[src/rtl/lea_data_scan_mac.sv]
// ============================================================================
// Module      : lea_data_scan_mac
// Description : Scans a bank of tristate LeaData registers sharing one data
//               bus, one register at a time, and accumulates the weighted sum
//               sum(data[i] * weight[i]). Weights come from an external
//               synchronous ROM/RAM. The result goes to the classifier over a
//               valid/ready handshake.
//               Optional macro LEA_SCAN_SATURATE_EN: saturate the accumulator
//               at the signed rails instead of wrapping.
// Revision    : 1.0 - initial release
// ============================================================================
`default_nettype none

module lea_data_scan_mac #(
  parameter int NrOfRegs   = 4,
  parameter int NrOfBits   = 8,
  parameter int WeightBits = 8,
  parameter int IdxBits    = 2,
  parameter int AccBits    = 24
) (
  input  logic                  Clock,
  input  logic                  Reset,
  input  logic                  Tick,
  input  logic                  start,
  output logic                  busy,
  output logic [NrOfRegs-1:0]   cs,
  input  logic [NrOfBits-1:0]   bus_in,
  output logic [IdxBits-1:0]    weight_addr,
  input  logic [WeightBits-1:0] weight_data,
  output logic [AccBits-1:0]    result,
  output logic                  result_valid,
  input  logic                  result_ready
);

  localparam int ProdBits = NrOfBits + 1 + WeightBits;

  typedef enum logic [1:0] {
    S_IDLE    = 2'd0,
    S_SELECT  = 2'd1,
    S_CAPTURE = 2'd2,
    S_DONE    = 2'd3
  } state_t;

  state_t                state_q, state_d;
  logic [IdxBits-1:0]    idx_q, idx_d;
  logic [AccBits-1:0]    acc_q, acc_d;
  logic [AccBits-1:0]    result_q, result_d;
  logic                  valid_q, valid_d;

  logic [ProdBits-1:0]   data_ext;
  logic [ProdBits-1:0]   weight_ext;
  logic [ProdBits-1:0]   prod;
  logic [AccBits-1:0]    prod_ext;
  logic [AccBits-1:0]    acc_next;

  // Data is unsigned (zero-extend), weight is signed (sign-extend); the
  // product of the two fits exactly in ProdBits, so truncation is lossless.
  assign data_ext   = {{(WeightBits + 1){1'b0}}, bus_in};
  assign weight_ext = {{(NrOfBits + 1){weight_data[WeightBits-1]}}, weight_data};
  assign prod       = data_ext * weight_ext;

  generate
    if (AccBits > ProdBits) begin : g_prod_sext
      assign prod_ext = {{(AccBits - ProdBits){prod[ProdBits-1]}}, prod};
    end else begin : g_prod_same
      assign prod_ext = prod;
    end
  endgenerate

`ifdef LEA_SCAN_SATURATE_EN
  logic [AccBits:0] sum_wide;

  // One guard bit catches signed overflow; clamp to the rail it crossed.
  always_comb begin
    sum_wide = {acc_q[AccBits-1], acc_q} + {prod_ext[AccBits-1], prod_ext};
    if (sum_wide[AccBits] != sum_wide[AccBits-1]) begin
      if (sum_wide[AccBits]) begin
        acc_next = {1'b1, {(AccBits - 1){1'b0}}};
      end else begin
        acc_next = {1'b0, {(AccBits - 1){1'b1}}};
      end
    end else begin
      acc_next = sum_wide[AccBits-1:0];
    end
  end
`else
  // Plain two's-complement add, wrapping modulo 2^AccBits.
  always_comb begin
    acc_next = acc_q + prod_ext;
  end
`endif

  // Deselect lines: exactly one register drives the bus while scanning.
  always_comb begin
    cs = '1;
    if ((state_q == S_SELECT) || (state_q == S_CAPTURE)) begin
      cs[idx_q] = 1'b0;
    end
  end

  assign busy         = (state_q != S_IDLE);
  assign weight_addr  = idx_q;
  assign result       = result_q;
  assign result_valid = valid_q;

  // Scan sequencing: next state, index, accumulator and result handoff.
  always_comb begin
    state_d  = state_q;
    idx_d    = idx_q;
    acc_d    = acc_q;
    result_d = result_q;
    valid_d  = valid_q;
    case (state_q)
      S_IDLE: begin
        if (Tick && start) begin
          state_d = S_SELECT;
          idx_d   = '0;
          acc_d   = '0;
        end
      end
      S_SELECT: begin
        if (Tick) begin
          state_d = S_CAPTURE;
        end
      end
      S_CAPTURE: begin
        if (Tick) begin
          acc_d = acc_next;
          if (idx_q == IdxBits'(NrOfRegs - 1)) begin
            state_d  = S_DONE;
            result_d = acc_next;
            valid_d  = 1'b1;
          end else begin
            idx_d   = idx_q + IdxBits'(1);
            state_d = S_SELECT;
          end
        end
      end
      S_DONE: begin
        // Handshake completes regardless of Tick.
        if (result_ready) begin
          state_d = S_IDLE;
          valid_d = 1'b0;
        end
      end
      default: begin
        state_d = S_IDLE;
      end
    endcase
  end

  // State registers with asynchronous reset that aborts any scan in flight.
  always_ff @(posedge Clock or posedge Reset) begin
    if (Reset) begin
      state_q  <= S_IDLE;
      idx_q    <= '0;
      acc_q    <= '0;
      result_q <= '0;
      valid_q  <= 1'b0;
    end else begin
      state_q  <= state_d;
      idx_q    <= idx_d;
      acc_q    <= acc_d;
      result_q <= result_d;
      valid_q  <= valid_d;
    end
  end

endmodule

`default_nettype wire

[config.mk]
export PLATFORM = sky130hd
export DESIGN_NAME = lea_data_scan_mac
export DESIGN_NICKNAME = d
export VERILOG_FILES = /design/src/rtl/lea_data_scan_mac.sv
export SDC_FILE = /design/constraint.sdc
export NUM_CORES = 1
export LEC_CHECK = 0
export ABC_AREA = 0
export CAP_MARGIN = 0
export CORE_ASPECT_RATIO = 2
export CORE_MARGIN = 8
export CORE_UTILIZATION = 44
export CTS_BUF_LIST = sky130_fd_sc_hd__clkbuf_16
export CTS_CLUSTER_SIZE = 12
export DETAILED_ROUTE_END_ITERATION = 8
export GPL_ROUTABILITY_DRIVEN = 0
export PLACE_DENSITY = 0.67
export SLEW_MARGIN = 5
export SYNTH_ARGS = -nofsm -noshare
export SYNTH_HDL_FRONTEND = slang
export SYNTH_SLANG_ARGS = --single-unit
[constraint.sdc]
create_clock -name Clock -period 2.3 [get_ports Clock]
set_input_delay 0.46 -clock Clock [delete_from_list [all_inputs] [get_ports Clock]]
set_output_delay 0.46 -clock Clock [all_outputs]
set_load 0.005 [all_outputs]
Word level (Yosys, flattened, before mapping)
Index checks and enable logic that the tools add are counted.

Register bits: 53. Bits of input ports: 21. Logic and storage cells: 53.

Add/subtract/negate cells: 2. Multiply operators: 1. Order comparisons: 2. Equal/unequal tests: 10. Muxes and demuxes: 20. Bitwise operators: 1. Reductions and logical operators: 12.

Operators by type and width (count): two-way mux 24 bit (2); case mux 24 bit (2 select lines) (1); adder 24 bit (1); multiplier 9 x 8 -> 17 bit (1); two-way mux 2 bit (8); AND reduction 4 bit (3); inequality test 2 bit, second input constant (5); case mux 2 bit (4 select lines) (1); equality test 2 bit, second input constant (3); AND reduction 3 bit (2); nonzero test 2 bit (3); two-way mux 1 bit (4); two-way mux 4 bit (1); inverter 4 bit (1); case mux 2 bit (2 select lines) (1); < comparator 2 x 3 -> 1 bit, second input constant (1); adder 2 x 1 -> 2 bit, second input constant (1); demux 1 bit (select 2 bit) (1); equality test 2 x 1 -> 1 bit, second input constant (1); >= comparator 2 x 1 -> 1 bit, second input constant (1); logical AND 1 bit (2); logical NOT 2 bit (1); inequality test 2 x 1 -> 1 bit, second input constant (1); case mux 1 bit (2 select lines) (1); logical OR 1 bit (1).

Depth between registers and ports, before layout
Word-level depth: 6. Depth in mapped cells: 28. Mapped depth without buffers: 28.

Worst setup path after synthesis
Ideal clock, no wire load.

Path type: input -> register. Start point: in weight_data[7]. End point: reg result_q[23] (netlist: result[23]). Setup time: 0.092 ns. Arrival: 6.267 ns. Required time: 2.208 ns. Slack: -4.059 ns. Cell stages on the path: 25. Path buffers: 0. Path through: inv_1 > nor2_1 > fa_1 > fa_1 > fa_1 > inv_1 > fa_1 > inv_1 > ha_1 > or2_2 > a21oi_1 > a21oi_1 > a211o_1 > a21oi_2 > xnor2_1 > ha_1 > a21o_1 > a21o_1 > a221o_1 > a21oi_1 > o21ai_2 > a211oi_2 > xnor2_1 > and2_1 > o31ai_2.

Word-level cells in the longest chain between the ends: 2.

RTL lines: start, declared (line 29) `input logic [WeightBits-1:0] weight_data,`; multiplier 9 x 8 -> 17 bit (line 60) `assign prod = data_ext * weight_ext;`; adder 24 bit (line 89) `acc_next = acc_q + prod_ext;`; end signal, assigned (line 164) `result_q <= result_d;`; end, declared (line 47) `logic [AccBits-1:0] result_q, result_d;`.

Every way passes these cells. A chain may end at the register's enable or synchronous reset.

Worst setup path after layout
Start point: in weight_data[5]. End point: reg acc_q[23].

Word-level cells in the longest chain between the ends: 4.

RTL lines: multiplier 9 x 8 -> 17 bit (line 60); adder 24 bit (line 89); two-way mux 24 bit (line 127) `if (Tick) begin`; case mux 24 bit (2 select lines) (line 113) `case (state_q)`; end signal, assigned (line 157) `acc_q <= '0;`; end signal, assigned (line 163) `acc_q <= acc_d;`; end, declared (line 46) `logic [AccBits-1:0] acc_q, acc_d;`.

Every way passes these cells. The select of a mux whose other input is x is not followed.

==> impl_metrics.toml <==
[outcome]
status = "complete, but fails checks"
violations = "setup timing"

[clock_network]
clock_latency_ns = 0.30
cts-root-buf = "clkbuf_16"
path_clk_slew_ns = 0.07
h-tree-depth = 2
cts_tree = "built"
cts_hold_buf = 0
cts_sinks = 53
cts_max_path_buffers = 2
cts_buffers = 5

[worst_hold_path]
hp-start = "result[19]"
worstHoldPathType = "reg2reg"

[timing]
rsz0062_at_grt = "true"
min_period_over_period_pct = 260
hold_viol = 0
setup_viol = 42
worstMarginPinSlew_ns = 0.463
setup_ws_ns = -3.68
maxSlewViolCount = 0
slew_headroom_pct = 69.0
fin_crit_ns = 5.98
fmax_mhz = 167
fin_worst_skew_ns = 0.0105

[yosys]
syn_area_per_cell_um2 = 8.97
ys_seq_elements = 53
synth_edf_count = 0
async_flop_share_pct = 100
yosysSeqAreaShare_pct = 24.4
synthFlopType = "dfrtp_1"
synth_cells = 607
ys_warn_count = 0
synthDistinctLibCells = 48
synth_area_mm2 = 0.00545
syn_nets = 742

[worst_setup_path]
arrival_ns = 6.17
cp-start-kind = "input pin"
critPathMaxFanout = 4
cp_num_cells = 26
path_delay_family = "adder cells"
rrSetupSlack_ns = -0.53
crit_type = "in2reg"
reg2reg_depth = 12
cp-end-kind = "register"
crit_path_end = "acc_q[23]"
worst-path-buf-inv = 4
cpPeakStageDelay_ns = 0.53
regToRegEndpoint = "result[20]"
cp.required_ns = 2.49
r2r_start = "acc_q[0]"
crit_path_start = "weight_data[5]"
slowest_stage = "fa_1"

[finish]
multi_input_area_mm2 = 0.00464
nFillCells = 911
nets = 927
seq_area_mm2 = 0.00133
layout-drive-gt1-share_pct = 38.7
n_antenna_cell = 0
area_delta_synth_final_pct = 52.4
fin_area_mm2 = 0.00830

[job]
cap_viol_max_count = 0

[place]
portBuffers = 52
placed_area_mm2 = 0.00729
post-dp-hpwl_um = 11900

[global_route]
grt_max_degree = 54
grt_pass1_wl_um = 25700
track_usage_pct = 19.4
grt_overflow = 0
grt_pass1_vias = 5660
antenna_found_initial = 0

[drt]
drc = 0
antenna_left = 0
via_per_inst = 5.28
first_iter_violations = 186
wl_per_cell_um = 17.0
num_vias = 4966
drt-total-wl_um = 16000
drt_first_pass_iters = 4

[power]
ir_drop_v = 0.00110
leakagePower_nw = 3.98
finalPower_w = 0.0140
power.density_mw_per_mm2 = 1690

[die]
start_util_pct = 44.9
num_rows = 57
fp.coreArea_mm2 = 0.0121
io_pins = 53
die_h_um = 173
chipWidth_um = 94.7
die_area_mm2 = 0.0164
[worst reg2reg max path: cells and delay by family (launching register included)]
family,cells,cell delay (ns)
multiplexers,1,0.27
XOR/XNOR,1,0.13
buffers and inverters,1,0.06
flip-flops,1,0.36
AND/OR/NAND/NOR,1,0.15
AO/OA/AOI/OAI,6,1.13
adder cells (fa/ha/maj),2,0.64
[cell families (layout without fill, tap and decap cells)]
kind of cell | Yosys count | in the layout | share of synthesized area [%]
simple gates | 187 | 187 | 16.6
compound gates | 129 | 129 | 15.4
fa+ha+maj | 114 | 114 | 31.4
buf+inv | 87 | 273 | 6.13
flops | 53 | 53 | 24.4
xor+xnor | 33 | 33 | 5.31
mux | 4 | 4 | 0.827
[worst min-delay path by stage]
stage / endpoint / slack (ns) / depth (start not counted)
final: result[19] / 0.47 / 2
after global routing: result[19] / 0.51 / 2
after CTS: result[19] / 0.48 / 2
after detailed placement: result[19] / 0.47 / 2
after global placement: result[21] / 0.46 / 2
after floorplan: acc_q[11] / 0.46 / 2
[metal layers]
metal  global-route usage (%)  vias to the layer above  share of wire (%)
met1                     18.9                     2405                 35
met5                        0                        -                  0
li1                         -                     2397                  -
met2                     36.9                      124                 58
met4                     9.84                        0                3.5
met3                     3.12                       40                3.5
[report_power, final]
part	total, W	internal, W	leakage, nW	switching, W
sequential	0.00152	0.00128	0.701	0.000243
clock	0.000856	0.000507	0.0826	0.000349
combinational	0.0117	0.00614	3.20	0.00552
[cells in the final DEF (no fill, tap or decap), types with 6 or more instances in the layout]
cell type,n
a21o_1,14
a21oi_1,13
a21oi_2,16
a22o_1,8
and2_1,26
and2_4,16
buf_4,116
buf_6,34
clkdlybuf4s50_1,36
dfrtp_1,53
fa_1,33
ha_1,52
ha_4,24
inv_1,52
inv_2,21
nand2_1,81
nand3_1,8
nand4_1,7
nor2_1,12
o21ai_0,10
o21ai_1,27
xnor2_1,9
xnor2_2,7
xor2_1,6
[synth_stat cells (all sizes together) (10+ instances only)]
library cell	number	area, µm²
nand2	85	319
ha	76	951
inv	73	274
dfrtp	53	1330
o21ai	44	228
and2	42	263
fa	38	761
a21oi	32	171
xnor2	21	184
nor2	18	67.6
a21o	15	113
clkbuf	13	48.8
xor2	12	105
nand3	10	50.1
[flip-flops by register name, summed over array words and instances, names as in the netlist]
| signal | count |
|---|---|
| result_valid | 1 |
| result | 24 |
| acc_q | 24 |
| weight_addr | 2 |
| state_q | 2 |
[metrics by stage]
step / utilization (%) / TNS [ns] / setup slack (ns) / hold WS (ns) / cells
5_1_grt: 68.4 / -117.44 / -3.95 / 0.509 / 940
3_3_place_gp: 60.1 / -147.23 / -4.47 / 0.461 / 910
3_5_place_dp: 60.1 / -150.08 / -4.60 / 0.471 / 910
4_1_cts: 65.5 / -112.43 / -3.67 / 0.480 / 935
6_report: 68.4 / -110.11 / -3.68 / 0.469 / 940
2_1_floorplan: - / -100.55 / -3.62 / 0.456 / 607
[timing repair]
action | 4_1_cts | 5_1_grt
hold endpoints to repair | 0 | 0
pin swaps | 78 | 63
gates resized for setup | 174 | 75
endpoints found under the setup margin | 44 | 45
buffers inserted | 18 | 16
[layout make-up]
| class | instances | area share (%) |
|---|---|---|
| Multi-Input combinational cell | 467 | 55.9 |
| Timing Repair Buffer | 192 | 20.6 |
| Sequential cell | 53 | 16.0 |
| Inverter | 73 | 3.35 |
| Tap cell | 147 | 2.22 |
| Clock buffer | 5 | 1.51 |
| Clock inverter | 3 | 0.452 |
Note: power is estimated with default switching activity, not from simulation.
